**config.mk**
```make
export PLATFORM = sky130hd
export DESIGN_NAME = axis_interface
export DESIGN_NICKNAME = d
export VERILOG_FILES = /design/src/rtl/axis_if_pkg.sv /design/src/rtl/axis_if_in_buf.sv /design/src/rtl/axis_interface.sv
export SDC_FILE = /design/constraint.sdc
export NUM_CORES = 1
export LEC_CHECK = 0
export ABC_CLOCK_PERIOD_IN_PS = 6300
export CAP_MARGIN = 5
export CORE_ASPECT_RATIO = 0.7
export CORE_MARGIN = 10
export CORE_UTILIZATION = 41
export DETAILED_ROUTE_END_ITERATION = 6
export GPL_TIMING_DRIVEN = 0
export PLACE_DENSITY = 0.65
export SLEW_MARGIN = 0
export SYNTH_ARGS = -nofsm -noshare
export SYNTH_HDL_FRONTEND = slang
export SYNTH_SLANG_ARGS = --single-unit
```
**constraint.sdc**
```tcl
create_clock -name clk -period 6.3 [get_ports clk]
set_clock_uncertainty 0.15 [all_clocks]
set_input_delay 1.26 -clock clk [delete_from_list [all_inputs] [get_ports clk]]
set_output_delay 1.26 -clock clk [all_outputs]
set_load 0.02 [all_outputs]
```
**src/rtl/axis_if_pkg.sv**
```systemverilog
// Shared types and default sizing for the AXI-Stream <-> AIU adapter.
package axis_if_pkg;

   localparam int DATA_W_DEF    = 32;
   localparam int IN_DEPTH_DEF  = 8;
   localparam int OUT_DEPTH_DEF = 4;

   typedef enum logic [2:0] {
      IDLE,
      ACK,
      RECV,
      WAIT,
      SEND
   } state_t;

endpackage

```
**src/rtl/axis_if_in_buf.sv**
```systemverilog
// Input frame regfile: synchronous write/clear, asynchronous read; clear wins over write.
module axis_if_in_buf
   import axis_if_pkg::*;
#(
   parameter int DATA_W = DATA_W_DEF,
   parameter int DEPTH  = IN_DEPTH_DEF,
   parameter int AW     = $clog2(IN_DEPTH_DEF)
) (
   input  logic              clk,
   input  logic              clr_i,
   input  logic              we_i,
   input  logic [AW-1:0]     wadr_i,
   input  logic [DATA_W-1:0] wdat_i,
   input  logic [AW-1:0]     radr_i,
   output logic [DATA_W-1:0] rdat_o
);

   logic [DATA_W-1:0] mem_q [DEPTH];

   always_ff @(posedge clk) begin
      if (clr_i) begin
         for (int i = 0; i < DEPTH; i++) begin
            mem_q[i] <= '0;
         end
      end else if (we_i) begin
         mem_q[wadr_i] <= wdat_i;
      end
   end

   assign rdat_o = mem_q[radr_i];

endmodule

```
**src/rtl/axis_interface.sv**
```systemverilog
// AXIS host <-> AIU adapter: start handshake, receive frame, wait for AIU, stream results; outputs decoded from registered state, m_valid held until m_ready.
// Optional AXIS_IF_EARLY_LAST_EN: an accepted beat with s_last ends the inbound frame early.
module axis_interface
   import axis_if_pkg::*;
#(
   parameter int DATA_W    = DATA_W_DEF,
   parameter int IN_DEPTH  = IN_DEPTH_DEF,
   parameter int OUT_DEPTH = OUT_DEPTH_DEF,
   localparam int IA_W     = $clog2(IN_DEPTH),
   localparam int OA_W     = $clog2(OUT_DEPTH)
) (
   input  logic              clk,
   input  logic              rst_n,
   input  logic              ex_start,
   output logic              ex_startAck,
   input  logic [DATA_W-1:0] s_data,
   input  logic              s_valid,
   input  logic              s_last,
   output logic              s_ready,
   output logic [DATA_W-1:0] m_data,
   output logic              m_valid,
   output logic              m_last,
   input  logic              m_ready,
   output logic              waitSt,
   input  logic              waitFin,
   input  logic [IA_W-1:0]   inp_adr,
   output logic [DATA_W-1:0] inp_data,
   output logic [OA_W-1:0]   out_adr,
   input  logic [DATA_W-1:0] out_data
);

   state_t          state_q, state_d;
   logic [IA_W-1:0] wr_cnt_q, wr_cnt_d;
   logic [OA_W-1:0] rd_cnt_q, rd_cnt_d;
   logic            buf_we;
   logic            buf_clr;
   logic            frame_end;
   logic            rd_last;

`ifdef AXIS_IF_EARLY_LAST_EN
   assign frame_end = (wr_cnt_q == IA_W'(IN_DEPTH - 1)) || s_last;
`else
   logic unused_s_last;
   assign unused_s_last = s_last;
   assign frame_end     = (wr_cnt_q == IA_W'(IN_DEPTH - 1));
`endif

   assign rd_last = (rd_cnt_q == OA_W'(OUT_DEPTH - 1));

   always_ff @(posedge clk) begin
      if (!rst_n) begin
         state_q  <= IDLE;
         wr_cnt_q <= '0;
         rd_cnt_q <= '0;
      end else begin
         state_q  <= state_d;
         wr_cnt_q <= wr_cnt_d;
         rd_cnt_q <= rd_cnt_d;
      end
   end

   always_comb begin
      state_d  = state_q;
      wr_cnt_d = wr_cnt_q;
      rd_cnt_d = rd_cnt_q;
      buf_we   = 1'b0;
      buf_clr  = 1'b0;
      unique case (state_q)
         IDLE: if (ex_start) state_d = ACK;
         ACK: begin
            if (!ex_start) begin
               state_d  = RECV;
               wr_cnt_d = '0;
               buf_clr  = 1'b1;
            end
         end
         RECV: begin
            if (s_valid) begin
               buf_we   = 1'b1;
               wr_cnt_d = wr_cnt_q + 1'b1;
               if (frame_end) state_d = WAIT;
            end
         end
         WAIT: begin
            if (waitFin) begin
               state_d  = SEND;
               rd_cnt_d = '0;
            end
         end
         SEND: begin
            if (m_ready) begin
               rd_cnt_d = rd_cnt_q + 1'b1;
               if (rd_last) state_d = IDLE;
            end
         end
         default: state_d = IDLE;
      endcase
   end

   // Reset also wipes the buffer so a half-received frame never leaks to the AIU.
   axis_if_in_buf #(
      .DATA_W (DATA_W),
      .DEPTH  (IN_DEPTH),
      .AW     (IA_W)
   ) u_in_buf (
      .clk    (clk),
      .clr_i  (buf_clr || !rst_n),
      .we_i   (buf_we),
      .wadr_i (wr_cnt_q),
      .wdat_i (s_data),
      .radr_i (inp_adr),
      .rdat_o (inp_data)
   );

   assign ex_startAck = (state_q == ACK);
   assign s_ready     = (state_q == RECV);
   assign waitSt      = (state_q == WAIT);
   assign m_valid     = (state_q == SEND);
   assign m_last      = (state_q == SEND) && rd_last;
   assign out_adr     = (state_q == SEND) ? rd_cnt_q : '0;
   assign m_data      = out_data;

endmodule

```
Word-level counts from Yosys, hierarchy flattened --
Memories as Yosys holds them, arrays and structs flattened. Cells that the tools add are included.
Cells by class: add/subtract/negate cells 2, equal/unequal tests 13, reductions and logical operators 10, muxes and demuxes 27
Operators by type and width (number):
- 2-to-1 mux 32 bit | 1
- OR reduction 32 bit | 1
- 2-to-1 mux 3 bit | 10
- one-hot mux 3 bit (5 select lines) | 1
- 2-to-1 mux 1 bit | 10
- != test 2 x 1 -> 1 bit, second input constant | 4
- AND reduction 7 bit | 1
- equality test 3 x 2 -> 1 bit, second input constant | 2
- equality test 3 bit, second input constant | 2
- 2-to-1 mux 2 bit | 3
- != test 2 bit, second input constant | 3
- one-hot mux 3 bit (2 select lines) | 1
- AND reduction 3 bit | 2
- one-hot mux 2 bit (2 select lines) | 1
- nonzero test 2 bit | 2
- adder 3 x 1 -> 3 bit, second input constant | 1
- equality test 3 x 1 -> 1 bit, second input constant | 1
- zero test 3 bit | 1
- adder 2 x 1 -> 2 bit, second input constant | 1
- equality test 2 bit, second input constant | 1
- logical AND 1 bit | 1
- zero test 1 bit | 1
- logical OR 1 bit | 1
Word-level totals: input port bits 74, word-level logic and storage cells 56, memory bits (writable) 256, register bits 8, output and inout bits 71, memories 1
Memory list:
- u_in_buf.mem_q | words 8, width 32, read ports 1, clocked after memory_dff 0, wr ports 8, RTL line axis_if_in_buf.sv:18 | logic [DATA_W-1:0] mem_q [DEPTH];

Logic depth before layout (Yosys ltp) --
depth after elaboration 7, depth in mapped cells 7, depth with buffers taken out 6

Hierarchy --
A second synthesis with hierarchy kept.
Second synthesis, totals: cell total of the unflattened synthesis 815, area, all modules 12373.1 sq um
Modules (own cells, without submodules):
- axis_if_in_buf | area an instance 11641.2 sq um, instances 1, cells an instance 729, seq. area each 7687.4 sq um
- axis_interface | area an instance 732.0 sq um, instances 1, cells an instance 86, seq. area each 160.2 sq um

Worst setup path before layout --
OpenSTA, ideal clock, no wires.
path type input to register, start in rst_n, end mem u_in_buf.mem_q[3][0] in the netlist's numbering (enable), library setup time 466 ps, path buffers 2, required time 5684 ps, path slack 1354 ps, cell stages on the path 5, arrival time 4330 ps, cell sequence buf_4 > and2b_1 > or3b_1 > buf_2 > o21ai_0
RTL lines:
- from (decl) | RTL line axis_interface.sv:13 | input logic rst_n,
- to (decl) | RTL line axis_if_in_buf.sv:18

Worst setup path after layout --
start in inp_adr[1], end out inp_data[1]
Between the ends: word-level cells in the longest chain between the ends 1
Ends and longest elaborated chain:
- from (decl) | RTL line axis_interface.sv:26 | input logic [IA_W-1:0] inp_adr,
- memory read (8 x 32 bit)
- to (decl) | RTL line axis_interface.sv:27 | output logic [DATA_W-1:0] inp_data,
No other way between the ends.

==> impl_metrics.yaml <==
place:
  dpl.hpwl_mm: 19.4
  post-place-ws_ps: 1170
  dpl.cell_count: 1261
  port_buffers: 107
  place_congestion: 0.731
logic_synthesis:
  synth_seq_cells: 264
  yosys.area.top_type: "edfxtp_1"
  synth.area.top_cells: "edfxtp_1, and2_1, mux4_2"
  ys.flop_type: "edfxtp_1"
  synth.top_cells.by_count: "and2_1, edfxtp_1, mux4_2"
  yosysUniqueCellTypes: 38
  synth_top_area_share_pct: 62.9
  ys_async_sr_fraction_pct: 0
  synth_cells: 768
  yosys_warnings: 0
  synth_area_mm2: 0.0122
  seq_area_frac_synth_pct: 64.2
  synth_edf_count: 256
  synth_fp_nets: 845
  post-synth-top-count-cell: "and2_1"
  avgSynthCellArea_um2: 15.9
pwr:
  ir_worst_vdd_v: 0.000148
  switching_share_pct: 22.6
  p_comb_share_pct: 11.1
  power.leakage_nw: 5.46
  switching_power_mw: 0.906
  p_int_mw: 3.09
  power.density_mw_per_mm2: 270
  p_seq_share_pct: 51.1
  power.share.clock_pct: 37.8
  finalPower_mw: 4.00
detailed_routing:
  wl_mm: 29.4
  drt_pass1_iterations: 4
  drt_iter0_markers: 611
  viasPerCell: 5.14
  drcViolationCount: 0
  vias: 6723
  drt.antenna.violating_nets: 0
  wl_per_cell_um: 22.5
setup_path:
  cpPeakStageDelay_ps: 700
  reg2reg_depth: 6
  crit_arrival_ps: 3730
  startpoint_type: "input port"
  worstPathMaxFanout: 10
  cp-end-kind: "output pin"
  cp_common_cell: "clkbuf_1"
  crit_chain: "clkbuf_1 -> clkbuf_1 -> mux4_2 -> mux2_2 -> clkdlybuf4s50_1"
  critPathKind: "input port to output pin"
  slowest_stage: "clkbuf_1"
  worst-path-buf-inv: 3
  cpLargestDelayFamily: "buffers and inverters"
  worstPathRequired_ps: 4890
  path_depth: 5
clock_tree:
  ctsHoldBuffers: 0
  cts_buffer_depth: 3
  cts_root_buf: "clkbuf_16"
  cts_setup_buffers: 0
  cts_buffers: 26
  clock_latency_ps: 520
  tritoncts: "built"
  cts_sinks: 264
  clk_pin_slew_ps: 60
  htree_levels: 1
  cts_resized: 0
sta:
  drv_slew: 0
  hold_slack_ps: 343
  fmax_mhz: 195
  grt_setup_unrepaired: "false"
  min_period_over_period_pct: 81.5
  finalSetupViolCount: 0
  slew_headroom_pct: 44.3
  timing.final.ws_setup_ps: 1160
  tightest_slew_ps: 836
  period_minus_slack_ps: 5140
  report.final.hold_viol_count: 0
global_routing:
  grt_busiest_layer: "met2"
  grt_max_degree: 26
  grt_usage_pct: 15.9
  grt-ovfl-total: 0
  met3_usage_pct: 3.12
  grt_antenna_before_repair: 1
  grtUsageMet2_pct: 26.5
  grt_use_met1_pct: 21.4
  grt_pass1_wl_mm: 44.9
  grt_pass1_vias: 7249
floorplan:
  start_util_pct: 41.9
  die_area_mm2: 0.0372
  fp-row-count: 52
  core_region_area_mm2: 0.0291
  die_h_um: 164
  num_io_pins: 145
  chipWidth_um: 226
cells_and_area:
  finalNetCount: 988
  drive_above_1_share_pct: 22.8
  n_fill_cell: 2462
  layout.cells.non_filler: 1307
  area_growth_pct: 21.4
  n_antenna_cell: 0
job:
  drv_cap: 0
run_status:
  status: "complete, no violations"
min_path:
  worstHoldPathCells: 2
  min_path_type: "flip-flop to flip-flop"
power by group through the flow:
stage	logic, mW	clock network [mW]	registers (mW)
after floorplan	0.240	0	2.08
after global placement	0.423	0	2.09
after detailed placement	0.452	0	2.08
after CTS	0.454	1.54	2.04
after global routing	0.474	1.61	2.05
final	0.444	1.51	2.04
sequential cells by signal, indices dropped and copies added (netlist names):
register and count:
u_in_buf.mem_q 256, state_q 3, wr_cnt_q 3, rd_cnt_q 2
cells in the final DEF, fill, tap and decap left out, types with 3 or more instances in the layout:
cell type | netlist | layout
clkbuf_1 | 24 | 29
buf_6 | 4 | 4
buf_2 | 9 | 9
clkinv_2 | 0 | 7
clkinv_1 | 0 | 4
nand3_1 | 3 | 3
edfxtp_1 | 256 | 256
buf_12 | 0 | 5
nor2_2 | 3 | 3
nand2_1 | 6 | 6
buf_16 | 0 | 3
a21boi_0 | 3 | 3
clkbuf_16 | 0 | 27
nand2b_1 | 7 | 5
dfxtp_1 | 8 | 8
mux2_2 | 32 | 32
nor2b_1 | 5 | 5
buf_4 | 33 | 33
a32oi_1 | 3 | 3
a22oi_1 | 3 | 3
clkbuf_2 | 9 | 9
nor2_1 | 5 | 5
o21ai_4 | 0 | 6
ha_1 | 3 | 3
clkdlybuf4s50_1 | 0 | 107
and2_1 | 260 | 260
mux4_2 | 64 | 64
cell type report:
class | count | area (µm²) | share of cell area (%)
plain buffers | 80 | 477 | 3.21
clock buffers | 32 | 694 | 4.68
clock inverters | 14 | 118 | 0.793
inverters | 2 | 7.51 | 0.0506
multi-input cells | 422 | 3960 | 26.7
flip-flops and latches | 264 | 7850 | 52.9
well taps | 378 | 473 | 3.19
repair buffers | 115 | 1250 | 8.45
cells by family (layout without fill, tap and decap cells):
logic type	Yosys count	in the layout	share of synthesized area (%)
AND/OR/NAND/NOR	301	301	15.5
flip-flops	264	264	64.2
adder cells (fa/ha/maj)	3	3	0.307
multiplexers	98	98	14.9
buffers and inverters	82	243	3.96
AO/OA/AOI/OAI	20	20	1.10
worst reg2reg max path: stages, from the launching register on:
cell	delay, ps
dfxtp_1	300
buf_2	220
and2b_1	210
nand4_1	460
nor3_2	550
nand2b_2	730
buf_16	240
stage by stage:
stage | TNS [ps] | util (%) | area (µm²)
2_1_floorplan | 0 | - | 12200
3_3_place_gp | -239220 | 47.2 | 13800
3_5_place_dp | 0 | 48.1 | 14000
4_1_cts | 0 | 50.9 | 14800
5_1_grt | 0 | 50.9 | 14800
6_report | 0 | 50.9 | 14800
final timing paths:
check / startpoint / end / slack [ps]
max: inp_adr[1] / inp_data[1] / 1160
min: rd_cnt_q[0] / rd_cnt_q[0] / 340
max reg2reg: state_q[1] / u_in_buf.mem_q[4][2] / 3140
min reg2reg: rd_cnt_q[0] / rd_cnt_q[0] / 340
metal layers:
layer	wire (µm)	vias to the layer above	part of all wire, %
met3	1830	29	6.2
met4	372	2	1.3
met1	12800	3425	44
li1	-	3084	-
met2	14300	183	49
met5	13	-	0.044
No activity file was read; power rests on OpenSTA's default activity.
